[src/rtl/bios_ctrl_pkg.sv]
// Shared definitions for the boot-ROM / cartridge read controller:
// FSM encodings, the default unmap address and the open-bus fill value.
package bios_ctrl_pkg;

    typedef enum logic [2:0] {
        ST_IDLE     = 3'd0,
        ST_ROM_ADDR = 3'd1,
        ST_ROM_DATA = 3'd2,
        ST_CART_REQ = 3'd3,
        ST_DONE     = 3'd4
    } state_t;

    localparam logic [15:0] BOOT_OFF_ADDR_DEFAULT = 16'hFF50;
    localparam logic [7:0]  OPEN_BUS_FILL         = 8'hFF;
    localparam logic [15:0] BOOT_ROM_END          = 16'h0100;

    // Full 16-bit compare: 0x0100 and above always belong to the cartridge.
    function automatic logic in_boot_window(input logic [15:0] addr);
        return addr < BOOT_ROM_END;
    endfunction

endpackage

[src/rtl/bios_ctrl_timeout.sv]
// Cartridge-read watchdog: counts cycles spent waiting for an ack and flags
// the edge on which CART_TIMEOUT cycles have elapsed. Saturates, never wraps.
module bios_ctrl_timeout #(
    parameter logic [7:0] CART_TIMEOUT = 8'd255
) (
    input  logic clk,
    input  logic rst_n,
    input  logic clear_i,
    input  logic count_i,
    output logic expired_o
);

    logic [7:0] cnt_q, cnt_d;

    // NOTE: default assignment first so every path writes cnt_d and no latch is inferred.
    always_comb begin
        cnt_d = cnt_q;
        if (clear_i) begin
            cnt_d = '0;
        end else if (count_i && cnt_q != 8'hFF) begin
            cnt_d = cnt_q + 8'd1;
        end
    end

    // NOTE: sequential state uses non-blocking assignments so all flops update together.
    always_ff @(posedge clk or negedge rst_n) begin
        if (!rst_n) begin
            cnt_q <= '0;
        end else begin
            cnt_q <= cnt_d;
        end
    end

    // cnt_q holds the number of completed cycles minus one on the current edge.
    assign expired_o = count_i && (({1'b0, cnt_q} + 9'd1) >= {1'b0, CART_TIMEOUT});

endmodule

[src/rtl/bios_ctrl.sv]
// Boot ROM / cartridge read controller with boot-ROM unmap register.
// Define BIOS_SKIP_EN to start with the boot ROM unmapped and route all reads to the cartridge.
module bios_ctrl
    import bios_ctrl_pkg::*;
#(
    parameter logic [15:0] BOOT_OFF_ADDR = BOOT_OFF_ADDR_DEFAULT,
    parameter logic [7:0]  CART_TIMEOUT  = 8'd255
) (
    input  logic        iClock,
    input  logic        iReset_n,
    input  logic [15:0] iCpuAddr,
    input  logic [7:0]  iCpuData,
    input  logic        iCpuRd,
    input  logic        iCpuWr,
    output logic [7:0]  oCpuData,
    output logic        oCpuReady,
    output logic [7:0]  oBiosAddr,
    input  logic [7:0]  iBiosData,
    output logic [15:0] oCartAddr,
    output logic        oCartRd,
    input  logic        iCartAck,
    input  logic [7:0]  iCartData,
    output logic        oBootActive,
    output logic        oTimeout
);

`ifdef BIOS_SKIP_EN
    localparam logic BOOT_RESET_VAL = 1'b0;
    localparam logic ROM_PATH_EN    = 1'b0;
`else
    localparam logic BOOT_RESET_VAL = 1'b1;
    localparam logic ROM_PATH_EN    = 1'b1;
`endif

    state_t      state_q, state_d;
    logic [7:0]  cpu_data_q, cpu_data_d;
    logic        ready_q, ready_d;
    logic [7:0]  bios_addr_q, bios_addr_d;
    logic [15:0] cart_addr_q, cart_addr_d;
    logic        cart_rd_q, cart_rd_d;
    logic        boot_active_q, boot_active_d;
    logic        timeout_q, timeout_d;
    logic        tmr_clear, tmr_expired, rom_hit;

    assign rom_hit = ROM_PATH_EN && boot_active_q && in_boot_window(iCpuAddr);

    bios_ctrl_timeout #(
        .CART_TIMEOUT(CART_TIMEOUT)
    ) u_timeout (
        .clk      (iClock),
        .rst_n    (iReset_n),
        .clear_i  (tmr_clear),
        .count_i  (state_q == ST_CART_REQ),
        .expired_o(tmr_expired)
    );

    always_comb begin
        state_d       = state_q;
        cpu_data_d    = cpu_data_q;
        ready_d       = 1'b0;
        bios_addr_d   = bios_addr_q;
        cart_addr_d   = cart_addr_q;
        cart_rd_d     = cart_rd_q;
        boot_active_d = boot_active_q;
        timeout_d     = timeout_q;
        tmr_clear     = 1'b0;

        unique case (state_q)
            ST_IDLE: begin
                // A read wins over a simultaneous write; the write is discarded.
                if (iCpuRd) begin
                    if (rom_hit) begin
                        bios_addr_d = iCpuAddr[7:0];
                        state_d     = ST_ROM_ADDR;
                    end else begin
                        cart_addr_d = iCpuAddr;
                        cart_rd_d   = 1'b1;
                        tmr_clear   = 1'b1;
                        state_d     = ST_CART_REQ;
                    end
                end else if (iCpuWr) begin
                    if (iCpuAddr == BOOT_OFF_ADDR && iCpuData != 8'h00) begin
                        boot_active_d = 1'b0;
                    end
                    state_d = ST_DONE;
                end
            end
            ST_ROM_ADDR: state_d = ST_ROM_DATA;
            ST_ROM_DATA: begin
                cpu_data_d = iBiosData;
                ready_d    = 1'b1;
                state_d    = ST_IDLE;
            end
            ST_CART_REQ: begin
                // Ack has priority over an expiring timer on the same edge.
                if (iCartAck) begin
                    cpu_data_d = iCartData;
                    cart_rd_d  = 1'b0;
                    state_d    = ST_DONE;
                end else if (tmr_expired) begin
                    cpu_data_d = OPEN_BUS_FILL;
                    timeout_d  = 1'b1;
                    cart_rd_d  = 1'b0;
                    state_d    = ST_DONE;
                end
            end
            ST_DONE: begin
                ready_d = 1'b1;
                state_d = ST_IDLE;
            end
            default: state_d = ST_IDLE;
        endcase
    end

    always_ff @(posedge iClock or negedge iReset_n) begin
        if (!iReset_n) begin
            state_q       <= ST_IDLE;
            cpu_data_q    <= 8'h00;
            ready_q       <= 1'b0;
            bios_addr_q   <= 8'h00;
            cart_addr_q   <= 16'h0000;
            cart_rd_q     <= 1'b0;
            boot_active_q <= BOOT_RESET_VAL;
            timeout_q     <= 1'b0;
        end else begin
            state_q       <= state_d;
            cpu_data_q    <= cpu_data_d;
            ready_q       <= ready_d;
            bios_addr_q   <= bios_addr_d;
            cart_addr_q   <= cart_addr_d;
            cart_rd_q     <= cart_rd_d;
            boot_active_q <= boot_active_d;
            timeout_q     <= timeout_d;
        end
    end

    assign oCpuData    = cpu_data_q;
    assign oCpuReady   = ready_q;
    assign oBiosAddr   = bios_addr_q;
    assign oCartAddr   = cart_addr_q;
    assign oCartRd     = cart_rd_q;
    assign oBootActive = boot_active_q;
    assign oTimeout    = timeout_q;

endmodule

[config.mk]
export PLATFORM = sky130hd
export DESIGN_NAME = bios_ctrl
export DESIGN_NICKNAME = d
export VERILOG_FILES = /design/src/rtl/bios_ctrl_pkg.sv /design/src/rtl/bios_ctrl_timeout.sv /design/src/rtl/bios_ctrl.sv
export SDC_FILE = /design/constraint.sdc
export NUM_CORES = 1
export LEC_CHECK = 0
export CORE_MARGIN = 10
export CORE_UTILIZATION = 39
export DETAILED_ROUTE_END_ITERATION = 6
export HOLD_SLACK_MARGIN = 0.02
export PLACE_DENSITY = 0.79
export SLEW_MARGIN = 20
export SYNTH_ARGS = -nofsm -noshare
export SYNTH_HDL_FRONTEND = slang
export SYNTH_SLANG_ARGS = --single-unit
[constraint.sdc]
create_clock -name iClock -period 1.6 [get_ports iClock]
set_input_delay 0.32 -clock iClock [delete_from_list [all_inputs] [get_ports iClock]]
set_output_delay 0.32 -clock iClock [all_outputs]
set_load 0.02 [all_outputs]
==> qor.txt <==
Sequential Area: 0.00118 mm²
maximum resistive drop on vdd: 0.888 mV
maximum buffer depth of the clock tree: 2
static leakage: 1.88 nW
number of cells after detailed placement: 407
utilization after layout: 68.3%
required time worst endpoint: 1780 ps
area of all placed cells without fillers: 0.00405 mm²
area of the multi-input gates: 0.00139 mm²
post-synthesis net count: 265
WP data arrival: 2000 ps
RSZ-0062 raised after global routing: true
total negative setup slack: -6920 ps
Mapped Cells: 218
overall track demand over capacity in global routing: 15.5%
clock net sink count: 47
final setup violating endpoints: 43
Synth Cell Area: 0.00238 mm²
delay of the slowest cell on the worst path: 430 ps
Post-Layout Cell Count: 427
diodes inserted: 0
first-pass GRT wire length: 12600 µm
fill cell total of the finished layout: 420
Post-Synthesis Mean Instance Area: 10.9 µm²
H-Tree Level Count: 2
Post-Route WL: 8390 µm
EDFF count, synth: 0
Worst slew margin: 71.0%
cells taking the most area after synthesis: sky130_fd_sc_hd__dfrtp_1 48%, sky130_fd_sc_hd__mux2_1 6.6%, sky130_fd_sc_hd__mux2_2 3.8%
post-route total power: 6.06 mW
transition time of the tightest slew-check pin: 435 ps
share of final-layout standard cells stronger than drive strength 1: 35.2%
share of synthesized flip-flops with an asynchronous set or reset: 100%
violated checks: negative setup slack
Clk Tree Root Cell: sky130_fd_sc_hd__clkbuf_8
worst hold margin: 499 ps
CTS tree: built
starting utilization of the core area: 40.3%
max-slew violation count: 0
Most common cell on crit path: sky130_fd_sc_hd__o211a_1
count of warnings emitted by yosys: 0
I/O pins: 81
post-synth cell types: 49
area of the core region: 0.00592 mm²
post-route clock period utilization: 114%
Detailed Routing Iterations Pass 1: 4
cells traversed along the worst timing path: ha_4 > a21oi_4 > o211a_1 > a211oi_4 > o211a_1 > buf_6 > o211ai_1
std cell rows: 28
result of the run: finished with violations
number of remaining DRC errors: 0
die outline height: 98.2 µm
worst path bufs/invs: 1
number of antenna violations at the first check in global routing: 0
pre-CTS setup slack: -586 ps
category of the most critical setup path: reg2reg
post-synthesis to final-layout area growth: 69.8%
per-cell via count in the routed design: 5.62
number of buffers added by the clock tree synthesis step: 5
Seq/Total Area, Yosys: 49.4%
cell area after placement: 0.00361 mm²
Clk pin slew, worst setup/hold paths: 100 ps
number of nets in the final layout: 398
cell type with the largest total area after synthesis: sky130_fd_sc_hd__dfrtp_1
Commonest cells post-synth: 46 x sky130_fd_sc_hd__dfrtp_1, 17 x sky130_fd_sc_hd__nand2_1, 14 x sky130_fd_sc_hd__mux2_1, 10 x sky130_fd_sc_hd__and3_1
setup slack after layout: -224 ps
routed via count: 2400
Yosys top cell area share: 48.3%
final setup skew: 12.6 ps
via count of the first global-routing pass: 2433
critical-path cell with the highest stage delay: sky130_fd_sc_hd__dfrtp_2
time the final worst path needs with I/O delays and setup: 1820 ps
leading register cell type out of synthesis: sky130_fd_sc_hd__dfrtp_1
Total Die Area: 0.00964 mm²
Clk Latency, worst-skew pair: 310 ps
starting DRC count in detailed routing: 132
fmax: 0.548 GHz
overall die width: 98.2 µm
number of hold violations in the final report: 0
post-DP HPWL: 5730 µm
family of cells with the greatest summed delay on the critical path: compound AO/OA/AOI/OAI gates
Max Cap Violations: 0
power density over the cells: 1500 mW/mm²
largest net degree at the start of global routing: 48
global placement routability congestion: 0.826
critical-path maximum fanout: 6
Worst setup SP type: flip-flop
number of synthesized register bits: 47
WL per Instance: 19.6 µm
Worst Hold Class: reg2reg
most frequent cell after synthesis: sky130_fd_sc_hd__dfrtp_1
remaining antenna violation count after routing: 0
total overflow reported by the global router: 0
total of buffers placed on input and output ports: 80
sort of element at the end of the critical path: flip-flop
## per-layer routing
| metal | part of all wire [%] | GRT usage, % |
|---|---|---|
| met5 | 0 | 0 |
| met4 | 2.2 | 5.18 |
| met3 | 4.5 | 2.82 |
| met2 | 55 | 28.5 |
| met1 | 38 | 17.6 |
## path summary, 6_finish.rpt
kind | from | to | slack, ps | depth (start not counted)
max in group asynchronous | iReset_n | oBootActive | 790 | 3
min | oTimeout | oTimeout | 500 | 1
min reg2reg | oTimeout | oTimeout | 500 | 1
max | u_timeout.cnt_q[0] | oCpuData[5] | -220 | 7
max reg2reg | u_timeout.cnt_q[0] | oCpuData[5] | -220 | 7
min in group asynchronous | iReset_n | oBiosAddr[7] | 520 | 3
## timing repair
item | CTS | global route
hold endpoints to repair | 46 | 0
gates cloned | 0 | 1
setup endpoints to repair | 73 | 49
hold buffers | 1 | 0
buffers inserted | 4 | 9
resized for setup | 76 | 28
pin swaps | 22 | 13
## final cells by class
| class | instances | area share [%] |
|---|---|---|
| tap | 75 | 2.32 |
| multi-input combinational | 156 | 34.3 |
| timing repair buffer | 136 | 30.9 |
| clock buffer | 5 | 1.70 |
| sequential | 47 | 29.2 |
| clock inverter | 3 | 1.18 |
| inverter | 5 | 0.464 |
## power breakdown
group | switching, mW | leakage (nW) | internal (mW)
Sequential | 0.283 | 0.584 | 1.59
Clock | 0.451 | 0.0587 | 0.475
Combinational | 1.62 | 1.24 | 1.65
Total | 2.35 | 1.88 | 3.71
## cells in the final DEF, fill, tap and decap left out, types with 9 or more instances in the layout
| master | instances |
|---|---|
| sky130_fd_sc_hd__buf_4 | 43 |
| sky130_fd_sc_hd__mux2_4 | 15 |
| sky130_fd_sc_hd__dlygate4sd2_1 | 33 |
| sky130_fd_sc_hd__clkdlybuf4s50_1 | 40 |
| sky130_fd_sc_hd__and3_1 | 10 |
| sky130_fd_sc_hd__o211ai_1 | 9 |
| sky130_fd_sc_hd__nand2_1 | 16 |
| sky130_fd_sc_hd__dfrtp_1 | 43 |
| sky130_fd_sc_hd__nor2_1 | 9 |
| sky130_fd_sc_hd__buf_6 | 10 |
## registers in the layout (all words and copies together) (netlist names)
signal / flops
oTimeout: 1
u_timeout.cnt_q: 8
oCpuData: 8
oCartAddr: 16
oCartRd: 1
oCpuReady: 1
oBootActive: 1
state_q: 3
oBiosAddr: 8
## cells by family after synthesis
| family | after synthesis | synth area share [%] |
|---|---|---|
| mux | 22 | 10.4 |
| fa+ha+maj | 2 | 1.05 |
| simple gates | 71 | 17.0 |
| compound gates | 60 | 18.9 |
| buf+inv | 16 | 3.25 |
| flops | 47 | 49.4 |
Power figures use the tool's default switching activity.
